--- config.mk ---
export PLATFORM = sky130hd
export DESIGN_NAME = huffman_decoder
export DESIGN_NICKNAME = d
export VERILOG_FILES = /design/src/rtl/huffman_decoder.sv
export SDC_FILE = /design/constraint.sdc
export NUM_CORES = 1
export LEC_CHECK = 0
export CORE_MARGIN = 3
export CORE_UTILIZATION = 38
export DETAILED_ROUTE_END_ITERATION = 16
export PLACE_DENSITY = 0.62
export SLEW_MARGIN = 20
export SYNTH_ARGS = -nofsm -noshare
export SYNTH_HDL_FRONTEND = slang
export SYNTH_SLANG_ARGS = --single-unit
--- constraint.sdc ---
create_clock -name clock -period 7.1 [get_ports clock]
set_input_delay 1.42 -clock clock [delete_from_list [all_inputs] [get_ports clock]]
set_output_delay 1.42 -clock clock [all_outputs]
set_load 0.005 [all_outputs]
--- src/rtl/huffman_decoder.sv ---
// Serial MSB-first Huffman decoder: loads a per-symbol {length, code} table,
// then matches the accumulated bit string against it one bit per enabled cycle.
module huffman_decoder #(
    parameter int unsigned BIT_WIDTH  = 2,
    parameter int unsigned SYMBOL_NUM = 8,
    parameter int unsigned CODE_WIDTH = 8
) (
    input  logic                  clock,
    input  logic                  reset_n,
    input  logic                  table_enable,
    input  logic [BIT_WIDTH:0]    table_symbol,
    input  logic [3:0]            table_length,
    input  logic [CODE_WIDTH-1:0] table_code,
    input  logic                  table_done,
    input  logic                  table_clear,
    input  logic                  bit_in,
    input  logic                  bit_valid,
    output logic [BIT_WIDTH:0]    data_out,
    output logic                  data_out_valid,
    output logic                  data_out_state,
    output logic                  error,
    output logic [7:0]            symbol_count
);

    localparam int unsigned SYM_W  = BIT_WIDTH + 1;
    localparam int unsigned LEN_W  = 4;
    localparam int unsigned MASK_W = CODE_WIDTH + 1;

    typedef enum logic {
        ST_LOAD   = 1'b0,
        ST_DECODE = 1'b1
    } state_e;

    state_e                state_q, state_d;
    logic [LEN_W-1:0]      len_q  [SYMBOL_NUM];
    logic [LEN_W-1:0]      len_d  [SYMBOL_NUM];
    logic [CODE_WIDTH-1:0] code_q [SYMBOL_NUM];
    logic [CODE_WIDTH-1:0] code_d [SYMBOL_NUM];
    logic [CODE_WIDTH-1:0] acc_q, acc_d;
    logic [LEN_W-1:0]      cnt_q, cnt_d;
    logic [SYM_W-1:0]      data_out_q, data_out_d;
    logic                  valid_q, valid_d;
    logic                  error_q, error_d;
    logic [7:0]            count_q, count_d;

    logic [CODE_WIDTH-1:0] acc_n;
    logic [LEN_W-1:0]      cnt_n;
    logic [CODE_WIDTH-1:0] mask;
    logic                  hit;
    logic [SYM_W-1:0]      hit_sym;
    logic                  wr_ok;

    // Candidate accumulator after this bit and the lowest-index matching entry
    always_comb begin
        acc_n   = (acc_q << 1) | CODE_WIDTH'(bit_in);
        cnt_n   = cnt_q + LEN_W'(1);
        mask    = CODE_WIDTH'((MASK_W'(1) << cnt_n) - MASK_W'(1));
        hit     = 1'b0;
        hit_sym = '0;
        for (int unsigned i = 0; i < SYMBOL_NUM; i++) begin
            if (!hit && (len_q[i] != '0) && (len_q[i] == cnt_n) &&
                ((code_q[i] & mask) == (acc_n & mask))) begin
                hit     = 1'b1;
                hit_sym = SYM_W'(i);
            end
        end
        wr_ok = (32'(table_symbol) < SYMBOL_NUM) && (32'(table_length) <= CODE_WIDTH);
    end

    // Next-state and output logic
    always_comb begin
        state_d    = state_q;
        len_d      = len_q;
        code_d     = code_q;
        acc_d      = acc_q;
        cnt_d      = cnt_q;
        data_out_d = data_out_q;
        valid_d    = 1'b0;
        error_d    = 1'b0;
        count_d    = count_q;

        if (table_clear) begin
            for (int unsigned i = 0; i < SYMBOL_NUM; i++) begin
                len_d[i] = '0;
            end
            acc_d   = '0;
            cnt_d   = '0;
            state_d = ST_LOAD;
        end else begin
            case (state_q)
                ST_LOAD: begin
                    if (table_enable) begin
                        if (wr_ok) begin
                            for (int unsigned i = 0; i < SYMBOL_NUM; i++) begin
                                if (table_symbol == SYM_W'(i)) begin
                                    len_d[i]  = table_length;
                                    code_d[i] = table_code;
                                end
                            end
                        end else begin
                            error_d = 1'b1;
                        end
                    end
                    if (table_done) begin
                        state_d = ST_DECODE;
                        acc_d   = '0;
                        cnt_d   = '0;
                    end
                end
                ST_DECODE: begin
                    if (bit_valid) begin
                        if (hit) begin
                            data_out_d = hit_sym;
                            valid_d    = 1'b1;
                            count_d    = count_q + 8'd1;
                            acc_d      = '0;
                            cnt_d      = '0;
                        end else if (32'(cnt_n) == CODE_WIDTH) begin
                            error_d = 1'b1;
                            acc_d   = '0;
                            cnt_d   = '0;
                        end else begin
                            acc_d = acc_n;
                            cnt_d = cnt_n;
                        end
                    end
                end
                default: state_d = ST_LOAD;
            endcase
        end
    end

    always_ff @(posedge clock or negedge reset_n) begin
        if (!reset_n) begin
            state_q    <= ST_LOAD;
            acc_q      <= '0;
            cnt_q      <= '0;
            data_out_q <= '0;
            valid_q    <= 1'b0;
            error_q    <= 1'b0;
            count_q    <= '0;
            for (int unsigned i = 0; i < SYMBOL_NUM; i++) begin
                len_q[i]  <= '0;
                code_q[i] <= '0;
            end
        end else begin
            state_q    <= state_d;
            acc_q      <= acc_d;
            cnt_q      <= cnt_d;
            data_out_q <= data_out_d;
            valid_q    <= valid_d;
            error_q    <= error_d;
            count_q    <= count_d;
            for (int unsigned i = 0; i < SYMBOL_NUM; i++) begin
                len_q[i]  <= len_d[i];
                code_q[i] <= code_d[i];
            end
        end
    end

    assign data_out       = data_out_q;
    assign data_out_valid = valid_q;
    assign data_out_state = (state_q == ST_DECODE);
    assign error          = error_q;
    assign symbol_count   = count_q;

endmodule

==> flow_metrics.py <==
metrics = {
    "place": {
        "dp_hpwl_mm": 13.8,
        "port_buffers": 35,
        "gp_congestion": 0.967,
        "placed_cells": 919,
    },
    "worst_setup_path": {
        "rrSetupSlack_ns": 2.00,
        "worstReg2RegEnd": "cnt_q[0]",
        "required_ns": 7.46,
        "crit_path_max_fanout": 17,
        "reg2reg_depth": 13,
        "startpoint_type": "flop",
        "cp_slowest_stage_delay_ns": 0.61,
        "endpoint_kind": "flop",
        "crit_chain": "ha_1, or4b_1, o41a_1, ha_1, nand2b_1, o311a_1, and2_1, o2111ai_4, o22ai_1, a211oi_2, nor3b_4, o2111a_1, mux2_2",
        "critPathArrivalTime_ns": 5.46,
        "crit_path_end": "cnt_q[0]",
        "criticalPathCategory": "flop to flop",
        "crit_slowest_cell": "dfrtp_1",
        "critical_path.startpoint": "cnt_q[0]",
        "r2r_start": "cnt_q[0]",
        "cpMostUsedCell": "ha_1",
    },
    "power_and_ir_drop": {
        "cellLeakagePower_uw": 0.00349,
        "vdd_drop_max_mv": 0.148,
        "switching_share_pct": 27.7,
        "p_comb_share_pct": 16.5,
        "intPower_uw": 1470,
        "power_density_nw_per_um2": 246,
        "p_switching_uw": 563,
        "pwr-share-clk_pct": 42.0,
        "seqPwrFrac_pct": 41.5,
    },
    "clock_network": {
        "cts_resized": 0,
        "hold_buffers": 0,
        "clock_latency_ns": 0.43,
        "tritoncts": "built",
        "cts.clk_slew.worst_paths_ns": 0.05,
        "clock_path_buffers": 2,
        "clock-sinks": 121,
        "post_cts_buffers": 0,
        "numCtsBuffers": 17,
        "root_buffer": "clkbuf_16",
        "cts_max_level": 4,
    },
    "cells_and_area": {
        "layout.cells.most_common": "dfrtp_1",
        "ff_latch_area_um2": 3030,
        "layout_common_cells": "dfrtp_1, mux2_2, xnor2_1",
        "layout.nets": 738,
        "drive_above_1_share_pct": 18.7,
        "multiInputGateArea_um2": 3960,
        "syn_to_final_growth_pct": 14.8,
        "final-instance-count-excl-fill": 951,
        "n_fill_cell": 1691,
        "num_antenna_cells": 0,
    },
    "timing": {
        "worst_pin_slew_ns": 1.12,
        "drv_slew": 0,
        "setup_violations": 0,
        "fin_crit_ns": 5.10,
        "maxSlewHeadroom_pct": 25.2,
        "max_freq_mhz": 196,
        "setup-tns-final_ns": 0,
        "rsz0062_at_grt": "no",
        "period_share_pct": 71.9,
        "worst_clock_skew_ns": 0.0159,
        "hold_violations": 0,
    },
    "detailed_routing": {
        "drt_iter0_markers": 484,
        "wire_per_inst_um": 19.8,
        "drc": 0,
        "postRouteAntennaNets": 0,
        "routed_wl_mm": 18.9,
        "first_pass_iters": 5,
        "vias_per_cell": 5.71,
        "vias": 5431,
    },
    "yosys": {
        "syn-cell-area_um2": 7210,
        "ys_seq_elements": 121,
        "ys.warnings.count": 0,
        "ys_seq_area_share_pct": 42.0,
        "netlist_instances": 690,
        "synth_fp_nets": 719,
        "synth.avg_cell_area_um2": 10.4,
        "synthArstFlopShare_pct": 100,
        "synth_edf_count": 0,
        "yosysUniqueCellTypes": 80,
        "synthFlopType": "dfrtp_1",
    },
    "die": {
        "ios": 36,
        "die_area_um2": 20700,
        "die_h_um": 144,
        "initial_core_util_pct": 39.5,
        "core_area_um2": 18300,
        "num_rows": 49,
        "die_w_um": 144,
    },
    "grt": {
        "antenna_found_initial": 0,
        "globalRouteOverflowTotal": 0,
        "grt_usage_pct": 19.0,
        "grt_first_pass_wirelength_mm": 29.9,
        "grt_max_degree": 82,
        "first_global_vias": 5363,
    },
    "hold_path": {
        "hp-class": "flop to flop",
    },
    "job": {
        "maxCapViolations": 0,
    },
    "outcome": {
        "status": "finished, final reports clean",
    },
}
-- stage by stage --
step | power, µW | setup slack, ns | hold WS (ns) | utilization [%] | area, µm²
after floorplan | 1060 | 2.97 | 0.465 | - | 7210
after global placement | 1180 | 2.19 | 0.459 | 42.1 | 7690
after detailed placement | 1190 | 2.09 | 0.491 | 42.1 | 7690
after CTS | 2050 | 2.04 | 0.498 | 45.3 | 8270
after global routing | 2120 | 1.63 | 0.515 | 45.3 | 8280
final | 2030 | 2.00 | 0.482 | 45.3 | 8280
-- synth_stat cells (5+ instances only) --
cell type / n / area share, %
a211oi_1: 6 / 0.62
a21o_1: 5 / 0.52
a21oi_1: 40 / 2.8
a22o_1: 8 / 0.97
and3_1: 5 / 0.43
buf_1: 7 / 0.36
buf_2: 9 / 0.62
clkbuf_1: 19 / 0.99
dfrtp_1: 121 / 42
ha_1: 7 / 1.2
inv_1: 5 / 0.26
mux2_2: 67 / 10
mux2i_1: 22 / 3.1
nand2_1: 48 / 2.5
nand3_1: 17 / 1.2
nor2_1: 56 / 2.9
nor2b_1: 5 / 0.43
nor3_1: 20 / 1.4
o211ai_1: 5 / 0.52
o21ai_0: 15 / 1.0
o221ai_1: 6 / 0.73
o22a_1: 6 / 0.73
or2_2: 6 / 0.52
or3_1: 5 / 0.43
xnor2_1: 58 / 7.0
xor2_1: 35 / 4.3
-- layout make-up --
cell class,count,share of cell area (%)
repair buffers,40,4.70
well taps,229,3.46
clock buffers,18,5.31
flip-flops and latches,121,36.6
multi-input cells,523,47.9
inverters,6,0.272
clock inverters,14,1.78
-- worst min-delay path by stage --
| stage | from | to | slack (ns) | depth (start not counted) |
|---|---|---|---|---|
| floorplan | symbol_count[7] | symbol_count[7] | 0.46 | 1 |
| global placement | symbol_count[7] | symbol_count[7] | 0.46 | 1 |
| detailed placement | symbol_count[7] | symbol_count[7] | 0.49 | 1 |
| CTS | symbol_count[7] | symbol_count[7] | 0.50 | 1 |
| global route | symbol_count[7] | symbol_count[7] | 0.51 | 1 |
| finish | symbol_count[7] | symbol_count[7] | 0.48 | 1 |
-- worst max-delay path, delay by kind of cell, from the launching register on --
family	cells	cell delay [ns]
flops	1	0.61
fa+ha+maj	2	0.83
compound gates	6	1.77
mux	1	0.22
simple gates	4	1.62
-- state kept, by name, indices dropped and copies added (netlist names) --
name and cells:
code_q 64, len_q 32, symbol_count 8, acc_q 7
cnt_q 4, data_out 3, data_out_state 1, data_out_valid 1
error 1
-- kinds of logic (layout without fill, tap and decap cells) --
family | count (synthesis) | in the layout | synth area share, %
buffers and inverters | 46 | 78 | 3.02
DFF | 121 | 121 | 42.0
and+or+nand+nor | 199 | 199 | 14.4
muxes | 89 | 89 | 13.5
adders and majority gates | 7 | 7 | 1.21
xor gates and xnor gates | 95 | 95 | 11.7
AOI/OAI and AO/OA | 133 | 133 | 14.1
-- power groups by stage --
| stage | clock (µW) | sequential (µW) | combinational (µW) |
|---|---|---|---|
| 6_report | 854 | 845 | 336 |
| 3_3_place_gp | 0 | 851 | 330 |
| 3_5_place_dp | 0 | 857 | 335 |
| 5_1_grt | 903 | 854 | 368 |
| 2_1_floorplan | 0 | 834 | 230 |
| 4_1_cts | 869 | 845 | 336 |
-- per-layer routing --
| layer | track usage (%) | up-vias | wire [µm] |
|---|---|---|---|
| li1 | - | 2511 | - |
| met1 | 26.3 | 2717 | 8790 |
| met2 | 28.9 | 177 | 8550 |
| met3 | 4.29 | 26 | 1010 |
| met4 | 7.48 | 0 | 522 |
| met5 | 0 | - | 0 |
No activity file was read; power rests on OpenSTA's default activity.
